`config.mk`:
```
export PLATFORM = sky130hd
export DESIGN_NAME = cursor_ctrl
export DESIGN_NICKNAME = d
export VERILOG_FILES = /design/src/rtl/display_pkg.sv /design/src/rtl/cursor_clamp.sv /design/src/rtl/cursor_ctrl.sv
export SDC_FILE = /design/constraint.sdc
export NUM_CORES = 1
export LEC_CHECK = 0
export CAP_MARGIN = 20
export CORE_UTILIZATION = 59
export DETAILED_ROUTE_END_ITERATION = 10
export GPL_ROUTABILITY_DRIVEN = 1
export PLACE_DENSITY = 0.84
export SLEW_MARGIN = 40
export SYNTH_ARGS = -nofsm -noshare
export SYNTH_HDL_FRONTEND = slang
export SYNTH_SLANG_ARGS = --single-unit
```
`constraint.sdc`:
```
create_clock -name clk -period 4.7 [get_ports clk]
set_input_delay 0.94 -clock clk [delete_from_list [all_inputs] [get_ports clk]]
set_output_delay 0.94 -clock clk [all_outputs]
set_load 0.005 [all_outputs]
```
`src/rtl/display_pkg.sv`:
```
// Shared display constants and cursor FSM state type for the 800x600 display path.
//   H_DISPLAY / V_DISPLAY : visible area size, also the cursor clamp bounds
//   CUR_SIZE              : edge length of the square cursor, in pixels
//   POS_W                 : width of beam and cursor position buses
//   DELTA_W               : width of the PS/2 movement deltas
//   cur_state_t           : cursor commit FSM states
package display_pkg;

  localparam int H_DISPLAY = 800;
  localparam int V_DISPLAY = 600;
  localparam int CUR_SIZE  = 16;
  localparam int POS_W     = 11;
  localparam int DELTA_W   = 9;

  typedef enum logic [1:0] {
    IDLE   = 2'd0,
    DIRTY  = 2'd1,
    COMMIT = 2'd2
  } cur_state_t;

endpackage

```
`src/rtl/cursor_clamp.sv`:
```
// Applies one signed PS/2 delta to an unsigned cursor coordinate and saturates
// the result to [0, LIMIT]. NEGATE selects pos - delta (used for y, where PS/2
// reports positive as "up" but the screen grows downward).
//   pos    : current coordinate, unsigned
//   delta  : signed two's-complement delta
//   result : saturated new coordinate
module cursor_clamp
  import display_pkg::*;
#(
  parameter int LIMIT  = H_DISPLAY - 1,
  parameter bit NEGATE = 1'b0
) (
  input  logic        [POS_W-1:0]   pos,
  input  logic signed [DELTA_W-1:0] delta,
  output logic        [POS_W-1:0]   result
);

  // One guard bit over the position width holds every reachable sum
  // (-256 .. 1055) without wrapping.
  localparam int SUM_W = POS_W + 1;
  localparam logic signed [SUM_W-1:0] LIM_S = SUM_W'(LIMIT);

  logic signed [SUM_W-1:0] pos_s;
  logic signed [SUM_W-1:0] delta_s;
  logic signed [SUM_W-1:0] sum_s;

  function automatic logic [POS_W-1:0] saturate(input logic signed [SUM_W-1:0] v);
    if (v[SUM_W-1])
      return '0;
    else if (v > LIM_S)
      return POS_W'(LIMIT);
    else
      return v[POS_W-1:0];
  endfunction

  assign pos_s   = $signed({1'b0, pos});
  assign delta_s = $signed({{(SUM_W-DELTA_W){delta[DELTA_W-1]}}, delta});

  always_comb begin
    if (NEGATE)
      sum_s = pos_s - delta_s;
    else
      sum_s = pos_s + delta_s;
  end

  assign result = saturate(sum_s);

endmodule

```
`src/rtl/cursor_ctrl.sv`:
```
// Mouse-cursor controller between the PS/2 packet decoder and the sync
// generator. Movement packets accumulate into a clamped pending position; the
// pending position and buttons are committed once per frame at the start of
// vertical blank so the cursor never tears. The hit flag and colour are
// registered to line up with the sync generator's registered hsync/vsync.
//   clk, rst_n            : pixel clock, asynchronous active-low reset
//   pkt_valid/pkt_ready   : packet handshake from the PS/2 decoder
//   pkt_dx, pkt_dy        : signed deltas (+x right, +y up)
//   pkt_xovf, pkt_yovf    : per-axis overflow, discards that axis delta
//   pkt_btn               : {middle, right, left}
//   hpos, vpos, display_on: beam position and visible flag
//   cur_x, cur_y, cur_btn : committed cursor state
//   cursor_hit/cursor_rgb : registered cursor pixel flag and colour
module cursor_ctrl
  import display_pkg::*;
#(
  parameter int H_DISPLAY = display_pkg::H_DISPLAY,
  parameter int V_DISPLAY = display_pkg::V_DISPLAY,
  parameter int CUR_SIZE  = display_pkg::CUR_SIZE
) (
  input  logic                      clk,
  input  logic                      rst_n,
  input  logic                      pkt_valid,
  output logic                      pkt_ready,
  input  logic signed [DELTA_W-1:0] pkt_dx,
  input  logic signed [DELTA_W-1:0] pkt_dy,
  input  logic                      pkt_xovf,
  input  logic                      pkt_yovf,
  input  logic        [2:0]         pkt_btn,
  input  logic        [POS_W-1:0]   hpos,
  input  logic        [POS_W-1:0]   vpos,
  input  logic                      display_on,
  output logic        [POS_W-1:0]   cur_x,
  output logic        [POS_W-1:0]   cur_y,
  output logic        [2:0]         cur_btn,
  output logic                      cursor_hit,
  output logic        [2:0]         cursor_rgb
);

  localparam int SUM_W = POS_W + 1;

  cur_state_t state_q, state_d;

  logic        [POS_W-1:0]   pend_x, pend_y;
  logic        [2:0]         pend_btn;
  logic        [POS_W-1:0]   nxt_x, nxt_y;
  logic signed [DELTA_W-1:0] dx_eff, dy_eff;
  logic                      accept;
  logic                      fe;

  logic        [SUM_W-1:0]   h_ext, v_ext;
  logic        [SUM_W-1:0]   x_lo, x_hi, y_lo, y_hi;
  logic                      hit_p0;
  logic        [2:0]         rgb_p0;
  logic                      hit_p1;
  logic        [2:0]         rgb_p1;

  assign pkt_ready = (state_q != COMMIT);
  assign accept    = pkt_valid && pkt_ready;
  assign fe        = (vpos == POS_W'(V_DISPLAY)) && (hpos == '0);

  assign dx_eff = pkt_xovf ? '0 : pkt_dx;
  assign dy_eff = pkt_yovf ? '0 : pkt_dy;

  cursor_clamp #(
    .LIMIT  (H_DISPLAY - 1),
    .NEGATE (1'b0)
  ) u_clamp_x (
    .pos    (pend_x),
    .delta  (dx_eff),
    .result (nxt_x)
  );

  // PS/2 y grows upward, screen y grows downward.
  cursor_clamp #(
    .LIMIT  (V_DISPLAY - 1),
    .NEGATE (1'b1)
  ) u_clamp_y (
    .pos    (pend_y),
    .delta  (dy_eff),
    .result (nxt_y)
  );

  // A packet arriving in the frame-event cycle is accepted and rides along
  // into the commit, so IDLE can jump straight to COMMIT.
  always_comb begin
    state_d = state_q;
    case (state_q)
      IDLE: begin
        if (accept && fe)
          state_d = COMMIT;
        else if (accept)
          state_d = DIRTY;
      end
      DIRTY: begin
        if (fe)
          state_d = COMMIT;
      end
      COMMIT:  state_d = IDLE;
      default: state_d = IDLE;
    endcase
  end

  // Stage p0: hit test against the committed position only, widened so the
  // far edge of the square cannot overflow near the screen border.
  always_comb begin
    h_ext  = {1'b0, hpos};
    v_ext  = {1'b0, vpos};
    x_lo   = {1'b0, cur_x};
    y_lo   = {1'b0, cur_y};
    x_hi   = x_lo + SUM_W'(CUR_SIZE - 1);
    y_hi   = y_lo + SUM_W'(CUR_SIZE - 1);
    hit_p0 = display_on && (h_ext >= x_lo) && (h_ext <= x_hi)
                        && (v_ext >= y_lo) && (v_ext <= y_hi);
    rgb_p0 = cur_btn[0] ? 3'b100 : 3'b111;
  end

  always_ff @(posedge clk or negedge rst_n) begin
    if (!rst_n) begin
      state_q  <= IDLE;
      pend_x   <= POS_W'(H_DISPLAY / 2);
      pend_y   <= POS_W'(V_DISPLAY / 2);
      pend_btn <= '0;
      cur_x    <= POS_W'(H_DISPLAY / 2);
      cur_y    <= POS_W'(V_DISPLAY / 2);
      cur_btn  <= '0;
      hit_p1   <= 1'b0;
      rgb_p1   <= '0;
    end else begin
      state_q <= state_d;
      if (accept) begin
        pend_x   <= nxt_x;
        pend_y   <= nxt_y;
        pend_btn <= pkt_btn;
      end
      if (state_q == COMMIT) begin
        cur_x   <= pend_x;
        cur_y   <= pend_y;
        cur_btn <= pend_btn;
      end
      // Stage p1: registered outputs aligned with registered hsync/vsync.
      hit_p1 <= hit_p0;
      rgb_p1 <= rgb_p0;
    end
  end

  assign cursor_hit = hit_p1;
  assign cursor_rgb = rgb_p1;

endmodule

```
Yosys cells after proc, flatten, opt, wreduce, memory -nomap -nowiden
Cells that the tools add are included.

Flip-flop bits (word level): 56. Input port bits: 49. Output and inout bits: 30. Logic and storage cells: 46.

Add/sub/neg operators: 4. Order comparisons: 6. Equal/unequal tests: 6. Multiplexer cells: 11. Reductions and logical operators: 10.

Operators by type and width (number): 11-bit 2-to-1 mux (4); 11-bit by 4-bit adder with 12-bit output (second input constant) (2); 12-bit by 11-bit > comparator with 1-bit output (second input constant) (2); 11-bit by 12-bit <= comparator with 1-bit output (2); 11-bit greater-or-equal comparator (2); 9-bit 2-to-1 mux (2); 12-bit by 9-bit adder with 12-bit output (1); 12-bit by 9-bit subtractor with 12-bit output (1); 11-bit by 10-bit equality test with 1-bit output (second input constant) (1); 11-bit logical NOT (1); 2-bit 2-to-1 mux (4); 1-bit logical AND (7); 2-bit != test (second input constant) (2); 2-bit one-hot mux with 2 select lines (1); 3-bit != test (second input constant) (1); 2-bit by 1-bit equality test with 1-bit output (second input constant) (1); 2-bit equality test (second input constant) (1); 2-bit logical NOT (1); 2-bit AND reduction (1).

Longest topological paths before layout
Gate-level depths: netlist of run 1.

Word-level depth: 5. Gate-level depth with buffers: 12. Depth with buffers taken out: 12.

Modules after synthesis
A second synthesis of run 1 with hierarchy kept.

Cells, all modules: 553. Area, all modules: 5068.6 µm².

Modules (own cells, without submodules): cursor_ctrl (instances 1, cells an instance 344, area an instance 3488.3 µm², sequential area each 1393.8 µm²); cursor_clamp at u_clamp_y (instances 1, cells an instance 114, area an instance 848.3 µm², sequential area each 0.0 µm²); cursor_clamp at u_clamp_x (instances 1, cells an instance 95, area an instance 732.0 µm², sequential area each 0.0 µm²).

Worst setup path before layout of run 1
Ideal clock, no wire load.

Path type: input port to flip-flop. From: input port pkt_dx[0]. To: register pend_x[0]. Setup time: 0.126 ns. Arrival time: 3.015 ns. Required time: 4.574 ns. Slack: 1.559 ns. Cell stages on the path: 11. Buffers on the path: 0. Cells stage by stage: nor2b_1 ha_1 inv_1 fa_1 nor2b_1 o2111ai_1 a21o_1 a211oi_1 o31ai_4 and2_4 a221o_1.

Longest elaborated chain between the ends: 5.

Ends and longest elaborated chain: start: declaration (line cursor_ctrl.sv:25) `input logic signed [DELTA_W-1:0] pkt_dx,`; 9-bit 2-to-1 mux * (line cursor_ctrl.sv:62) `assign dx_eff = pkt_xovf ? '0 : pkt_dx;`; 12-bit by 9-bit adder with 12-bit output * (line cursor_clamp.sv:43) `sum_s = pos_s + delta_s;`; 12-bit by 11-bit > comparator with 1-bit output (line cursor_clamp.sv:30) `else if (v > LIM_S)`; 11-bit 2-to-1 mux (line cursor_clamp.sv:30); 11-bit 2-to-1 mux * (line cursor_clamp.sv:28) `if (v[SUM_W-1])`; end signal: assignment (line cursor_ctrl.sv:121) `pend_x <= POS_W'(H_DISPLAY / 2);`; end signal: assignment (line cursor_ctrl.sv:132) `pend_x <= nxt_x;`; end: declaration (line cursor_ctrl.sv:44) `logic [POS_W-1:0] pend_x, pend_y;`.

Every way passes the cells marked *; elsewhere a longest branch is shown, timed or not. A chain may end at the register's enable or synchronous reset.

Worst setup path in the final report of run 1
From: input port pkt_xovf. To: register pend_x[2].

Longest elaborated chain between the ends: 5.

Ends and longest elaborated chain: start: declaration (line cursor_ctrl.sv:27) `input logic pkt_xovf,`; 9-bit 2-to-1 mux * (line cursor_ctrl.sv:62); 12-bit by 9-bit adder with 12-bit output * (line cursor_clamp.sv:43); 12-bit by 11-bit > comparator with 1-bit output (line cursor_clamp.sv:30); 11-bit 2-to-1 mux (line cursor_clamp.sv:30); 11-bit 2-to-1 mux * (line cursor_clamp.sv:28).

Marks and branches as above.

==> impl_metrics.env, run 1 <==
export IMPL_gp_congestion=0.8982
export IMPL_drt_iter0_markers=245
export IMPL_muxShareOfSynthArea_pct=0.2120
export IMPL_min_path_cells=1
export IMPL_min_delay_start="cur_btn[0]"
export IMPL_cts_hold_buffers_added=0
export IMPL_synth_enable_flop_cells=0
export IMPL_critPathKind="in2reg"
export IMPL_min_setup_slack_post_route_ns=0.8786
export IMPL_synth_register_bits=55
export IMPL_synth_xor_xnor_area_share_pct=6.121
export IMPL_timing_max_transition_violations_final=0
export IMPL_tritoncts="built"
export IMPL_route_antenna_remaining_nets=0
export IMPL_fmax_mhz=261.7
export IMPL_setup_repair_after_global_routing_missed_its_margin="false"
export IMPL_post_synth_cell_area_avg_um2=8.696
export IMPL_cts_setup_buffers=0
export IMPL_post_cts_sizing_count=0
export IMPL_first_element_of_the_critical_path="pkt_xovf"
export IMPL_via_per_inst=5.974
export IMPL_worstSetupStartpointType="primary input"
export IMPL_detailed_place_hpwl_um=9498
export IMPL_hold_viol_final=0
export IMPL_placeableCoreArea_um2=7727
export IMPL_synth_simple_gate_area_share_pct=20.03
export IMPL_drt_drc_violations_left=0
export IMPL_synth_seq_area_share_pct=29.52
export IMPL_worst_ep_arrival_time_ns=4.01
export IMPL_crit_path_end="pend_x[2]"
export IMPL_cts_sinks=55
export IMPL_powerDensity_nw_per_um2=351.4
export IMPL_numCtsBuffers=5
export IMPL_synth_cell_types=60
export IMPL_n_antenna_cell=0
export IMPL_share_of_the_clock_period_used_by_the_worst_path_after_layout_pct=81.31
export IMPL_floorplan_initialDensity_pct=61.11
export IMPL_total_routed_length_um=11470
export IMPL_final_cells=720
export IMPL_r2r_end="cursor_hit"
export IMPL_ys_top_cells_by_area="sky130_fd_sc_hd__dfrtp_1 (22%), sky130_fd_sc_hd__ha_1 (18%), sky130_fd_sc_hd__dfstp_2 (7.8%), sky130_fd_sc_hd__o21ai_0 (5.5%), sky130_fd_sc_hd__nand2_1 (5.0%)"
export IMPL_synth_fa_ha_area_share_pct=19.13
export IMPL_gr_usage_all_layers_pct=28.11
export IMPL_grt_max_degree=56
export IMPL_setup_violations=0
export IMPL_setup_reg_to_reg_worst_slack_ns=1.49
export IMPL_chipHeight_um=91.46
export IMPL_route_vias_total=4301
export IMPL_worstPathRequired_ns=4.89
export IMPL_first_pass_grt_wire_length_um=19010
export IMPL_max_clock_path_buffers=2
export IMPL_port_buffers=78
export IMPL_top_area_cell_type_share_of_the_netlist_area_pct=21.73
export IMPL_grt_pass1_vias=4164
export IMPL_final_layout_size_suffix_gt1_share_pct=5.987
export IMPL_dominant_combinational_cell_family_by_area_after_synthesis="compound AO/OA/AOI/OAI gates"
export IMPL_worst_clock_skew_ns=0.01364
export IMPL_netlist_area_um2=4722
export IMPL_finalNetCount=737
export IMPL_run_status="finished clean"
export IMPL_htree_levels=2
export IMPL_antenna_found_initial=0
export IMPL_num_io_pins=79
export IMPL_die_area_um2=8365
export IMPL_numPlacedInstances=712
export IMPL_cp_max_fo=9
export IMPL_max_cap_viol_count=0
export IMPL_cellLeakagePower_nw=2.341
export IMPL_die_span_in_x_um=91.46
export IMPL_critical_path_sink_type="register"
export IMPL_preCtsSetupSlack_ns=0.6170
export IMPL_clockRootBuffer="sky130_fd_sc_hd__clkbuf_8"
export IMPL_commonest_register_cell_after_synthesis="sky130_fd_sc_hd__dfrtp_1"
export IMPL_reg2regPathDepth=9
export IMPL_wl_per_cell_um=15.93
export IMPL_clkLatencyLatePin_ns=0.31
export IMPL_postSynth_asyncResetShare_pct=100.0
export IMPL_area_delta_synth_final_pct=19.98
export IMPL_synth_largest_area_cell="sky130_fd_sc_hd__dfrtp_1"
export IMPL_synth_area_in_compound_gates_pct=20.46
export IMPL_clock_transition_at_path_regs_ns=0.10
export IMPL_timing_slew_headroom_pct=55.74
export IMPL_grt_overflow_total=0
export IMPL_worstReg2RegStart="cur_x[0]"
export IMPL_yosysWarnings=0
export IMPL_accumulated_negative_setup_slack_ns=0
export IMPL_worst_pin_slew_ns=0.6579
export IMPL_holdWs_ns=0.4476
export IMPL_floorplan_rows=32
export IMPL_min_path_type="reg2reg"
export IMPL_worst_ir_drop_vdd_mv=0.2672
export IMPL_drt_pass1_iterations=5
export IMPL_fin_crit_ns=3.821
export IMPL_synth_nets=663
export IMPL_postSynthCellCount=543
==> area by class of cell <==
cell class / count / area [um2]
Inverter: 35 / 131.4
Tap cell: 102 / 127.6
Fill cell: 602 / 2062
Clock inverter: 3 / 27.53
Timing Repair Buffer: 81 / 798.3
Sequential cell: 55 / 1394
Multi-Input combinational cell: 439 / 3118
Clock buffer: 5 / 68.82
==> where the power goes <==
group / switching (mW) / leakage [nW] / internal, mW
sequential: 0.0929 / 0.678 / 0.569
combinational: 0.607 / 1.62 / 0.454
clock: 0.158 / 0.0463 / 0.110
==> critical path: stages <==
cell	delay (ns)
sky130_fd_sc_hd__clkdlybuf4s50_1	0.62
sky130_fd_sc_hd__nand2b_1	0.21
sky130_fd_sc_hd__inv_1	0.06
sky130_fd_sc_hd__ha_1	0.30
sky130_fd_sc_hd__a211oi_1	0.54
sky130_fd_sc_hd__o41ai_1	0.16
sky130_fd_sc_hd__a31oi_1	0.22
sky130_fd_sc_hd__mux2i_1	0.29
sky130_fd_sc_hd__nand2_1	0.21
sky130_fd_sc_hd__and2_4	0.21
sky130_fd_sc_hd__a221o_1	0.26
==> logic make-up after synthesis <==
group	Yosys count
xor+xnor	33
fa+ha+maj	71
other cells	1
buf+inv	49
simple gates	189
mux	1
compound gates	144
flops	55
==> metal layers <==
metal	GRT usage (%)	vias to the layer above	part of all wire [%]
li1	-	2108	-
met1	37.96	2040	45
met2	47.87	137	48
met3	2.010	16	4.5
met4	9.127	0	1.9
met5	0	-	0
==> registers in the layout (all words and copies together), names as in the netlist <==
register    flops
cur_x          11
cur_y          11
pend_x         11
pend_y         11
cur_btn         3
pend_btn        3
cursor_rgb      2
state_q         2
cursor_hit      1
==> stage by stage <==
step,total power [mW],util (%),cell area (um2)
2_1_floorplan,1.454,-,4722
3_3_place_gp,1.660,72.07,5569
3_5_place_dp,1.712,72.07,5569
4_1_cts,1.980,73.32,5665
5_1_grt,2.146,73.32,5665
6_report,1.991,73.32,5665
==> layout by cell type, fill, tap and decap left out, types with 8 or more instances in the layout <==
master / n
sky130_fd_sc_hd__ha_1: 69
sky130_fd_sc_hd__clkdlybuf4s50_1: 77
sky130_fd_sc_hd__nand3_1: 8
sky130_fd_sc_hd__nand2b_1: 15
sky130_fd_sc_hd__nand4_1: 10
sky130_fd_sc_hd__nor4_1: 8
sky130_fd_sc_hd__a21oi_1: 20
sky130_fd_sc_hd__dfstp_2: 14
sky130_fd_sc_hd__nor3_1: 18
sky130_fd_sc_hd__xnor2_1: 21
sky130_fd_sc_hd__inv_1: 35
sky130_fd_sc_hd__dfrtp_1: 41
sky130_fd_sc_hd__xor2_1: 12
sky130_fd_sc_hd__o21ai_0: 52
sky130_fd_sc_hd__o21a_1: 8
sky130_fd_sc_hd__nand2_1: 63
sky130_fd_sc_hd__nor2_1: 28
sky130_fd_sc_hd__nor2b_1: 13
==> worst min path at each step <==
stage,to,slack [ns]
6_report,cursor_rgb[1],0.45
5_1_grt,cursor_rgb[1],0.48
4_1_cts,cursor_rgb[1],0.45
3_5_place_dp,cursor_rgb[1],0.44
3_3_place_gp,cursor_rgb[1],0.42
2_1_floorplan,state_q[1],0.43
==> cells in the mapped netlist (all sizes together), types with 4 or more instances <==
cell,instances
and3,5
nor2b,13
ha,69
o211ai,5
o41ai,4
nand3,8
inv,35
clkbuf,9
a22o,6
a221o,5
and2,6
xor2,12
a21oi,21
xnor2,21
dfrtp,41
nand2b,15
a211oi,8
buf,5
a21o,7
nand4,10
dfstp,14
nor2,28
o21a,8
nor4,8
nand2,63
o21ai,54
nor3,18
Power figures use the tool's default switching activity.
==> run 2, diff against run 1 <==
- CORE_UTILIZATION: 59 -> 49
- PLACE_DENSITY: 0.84 -> 0.74
- clock period: 4.7 -> 3.1 ns (I/O delays scaled with it)
==> run 2 against run 1 <==
Compared with the run above: worst setup slack worse by 0.81 ns; hold slack worse by 0.22 ns; global-route usage is 3.6 points lower; sequential share of layout area is 2.0 points lower; largest cell class unchanged; highest routed layer unchanged.
==> impl_metrics.env, run 2 (synthesis gave the netlist of run 1 again) <==
export IMPL_die_area_um2=10030
export IMPL_critPathKind="in2reg"
export IMPL_dpl_cell_area_um2=5971
export IMPL_first_pass_grt_wire_length_um=19860
export IMPL_floorplan_rows=35
export IMPL_antenna_found_initial=0
export IMPL_worstPathRequired_ns=3.35
export IMPL_placeableCoreArea_um2=9284
export IMPL_clkLatencyLatePin_ns=0.31
export IMPL_grt_use_met1_pct=34.01
export IMPL_worst_pin_slew_ns=0.5751
export IMPL_drt_pass1_iterations=4
export IMPL_n_antenna_cell=0
export IMPL_run_status="finished clean"
export IMPL_wl_per_cell_um=15.00
export IMPL_fmax_mhz=330.0
export IMPL_swShare_pct=39.44
export IMPL_powerDensity_nw_per_um2=585.1
export IMPL_clock_transition_at_path_regs_ns=0.10
export IMPL_port_buffers=78
export IMPL_cts_sinks=55
export IMPL_detailed_place_hpwl_um=9956
export IMPL_worst_ir_drop_vdd_mv=0.3785
export IMPL_gp_congestion=0.8736
export IMPL_route_antenna_remaining_nets=0
export IMPL_grt_met3_usage_pct=1.811
export IMPL_first_element_of_the_critical_path="pkt_dx[6]"
export IMPL_via_per_inst=5.488
export IMPL_route_vias_total=4390
export IMPL_total_routed_length_um=12000
export IMPL_clockRootBuffer="sky130_fd_sc_hd__clkbuf_8"
export IMPL_cts_hold_buffers_added=0
export IMPL_finalNetCount=790
export IMPL_die_span_in_x_um=100.2
export IMPL_switchingPower_mw=1.423
export IMPL_worst_ep_arrival_time_ns=3.28
export IMPL_setup_violations=0
export IMPL_drt_drc_violations_left=0
export IMPL_share_comb_of_total_power_pct=58.7
export IMPL_accumulated_negative_setup_slack_ns=0
export IMPL_layout_common_cells="sky130_fd_sc_hd__clkdlybuf4s50_1 (75), sky130_fd_sc_hd__ha_1 (68), sky130_fd_sc_hd__nand2_1 (63), sky130_fd_sc_hd__buf_4 (56), sky130_fd_sc_hd__o21ai_0 (48)"
export IMPL_postLayoutCellArea_um2=6168
export IMPL_mostFrequentLayoutCell="sky130_fd_sc_hd__clkdlybuf4s50_1"
export IMPL_critical_path_sink_type="register"
export IMPL_chipHeight_um=100.2
export IMPL_p_total_mw=3.609
export IMPL_share_of_the_clock_period_used_by_the_worst_path_after_layout_pct=97.76
export IMPL_global_route_usage_met2_pct=40.89
export IMPL_grt_max_degree=49
export IMPL_fin_crit_ns=3.030
export IMPL_grt_pass1_vias=4215
export IMPL_worst_clock_skew_ns=0.009195
export IMPL_final_layout_size_suffix_gt1_share_pct=15.20
export IMPL_timing_slew_headroom_pct=61.12
export IMPL_max_cap_viol_count=0
export IMPL_max_clock_path_buffers=2
export IMPL_cp_max_fo=4
export IMPL_drt_iter0_markers=181
export IMPL_intPower_mw=2.185
export IMPL_gr_usage_all_layers_pct=24.48
export IMPL_timing_max_transition_violations_final=0
export IMPL_numCtsBuffers=5
export IMPL_floorplan_initialDensity_pct=50.86
export IMPL_area_delta_synth_final_pct=30.63
export IMPL_worstSetupStartpointType="primary input"
export IMPL_hold_viol_final=0
export IMPL_grt_overflow_total=0
export IMPL_global_route_peak_usage_layer="met2"
export IMPL_cellLeakagePower_nw=2.636
export IMPL_worstReg2RegStart="cur_x[0]"
export IMPL_tritoncts="built"
export IMPL_min_path_type="in2async"
export IMPL_htree_levels=2
export IMPL_holdWs_ns=0.2284
export IMPL_clock_power_share_pct=13.3
export IMPL_power_frac_seq_pct=28.0
export IMPL_num_io_pins=79
-- run 2: path summary, 6_finish.rpt --
path                               to  slack [ns]  depth (start not counted)
max in group asynchronous    cur_y[2]        2.04                          2
setup / recovery            pend_x[0]        0.07                         10
hold / removal               cur_x[0]        0.23                          1
hold reg to reg            cur_btn[1]        0.47                          2
setup reg to reg           cursor_hit        0.18                         12
min in group clk           cur_btn[1]        0.47                          2
-- run 2: cell type report --
type / count / area, um2
multi-input combinational: 439 / 3168
fill: 770 / 3115
sequential: 55 / 1394
timing repair buffer: 134 / 1197
tap: 129 / 161.4
inverter: 35 / 131.4
clock buffer: 5 / 68.82
clock inverter: 3 / 47.55
-- run 2: power by group through the flow --
stage	combinational [mW]	clock, mW	sequential [mW]
6_report	2.12	0.480	1.01
5_1_grt	2.36	0.521	1.02
4_1_cts	1.98	0.490	1.00
3_5_place_dp	1.95	0	1.02
3_3_place_gp	1.90	0	1.01
2_1_floorplan	1.25	0	0.952
-- run 2: layer usage --
metal	share of wire, %	vias up
met2	47	93
met5	0	-
met1	47	2060
met3	3.6	19
li1	-	2218
met4	1.9	0
-- run 2: critical path, stage by stage --
cell                              delay (ns)
sky130_fd_sc_hd__clkdlybuf4s50_1        0.48
sky130_fd_sc_hd__nor2b_1                0.15
sky130_fd_sc_hd__ha_1                   0.27
sky130_fd_sc_hd__a21o_1                 0.18
sky130_fd_sc_hd__a221o_1                0.38
sky130_fd_sc_hd__or3_1                  0.39
sky130_fd_sc_hd__o2111a_2               0.19
sky130_fd_sc_hd__o31ai_4                0.29
sky130_fd_sc_hd__and2_4                 0.21
sky130_fd_sc_hd__a221o_1                0.11
-- run 2: timing repair --
action | in CTS | in global routing
pin swaps | 1 | 9
gates cloned | 0 | 0
endpoints found under the setup margin | 8 | 13
setup buffers | 1 | 4
gates resized for setup | 3 | 18
-- run 2: metrics by stage --
step                util [%]  cells  worst slack [ns]
CTS                    65.77    797           0.05621
finish                 66.44    800           0.06951
global placement       64.31    788           -0.3882
floorplan                  -    543            0.2793
detailed placement     64.31    788           -0.5335
global route           66.44    800          -0.01965
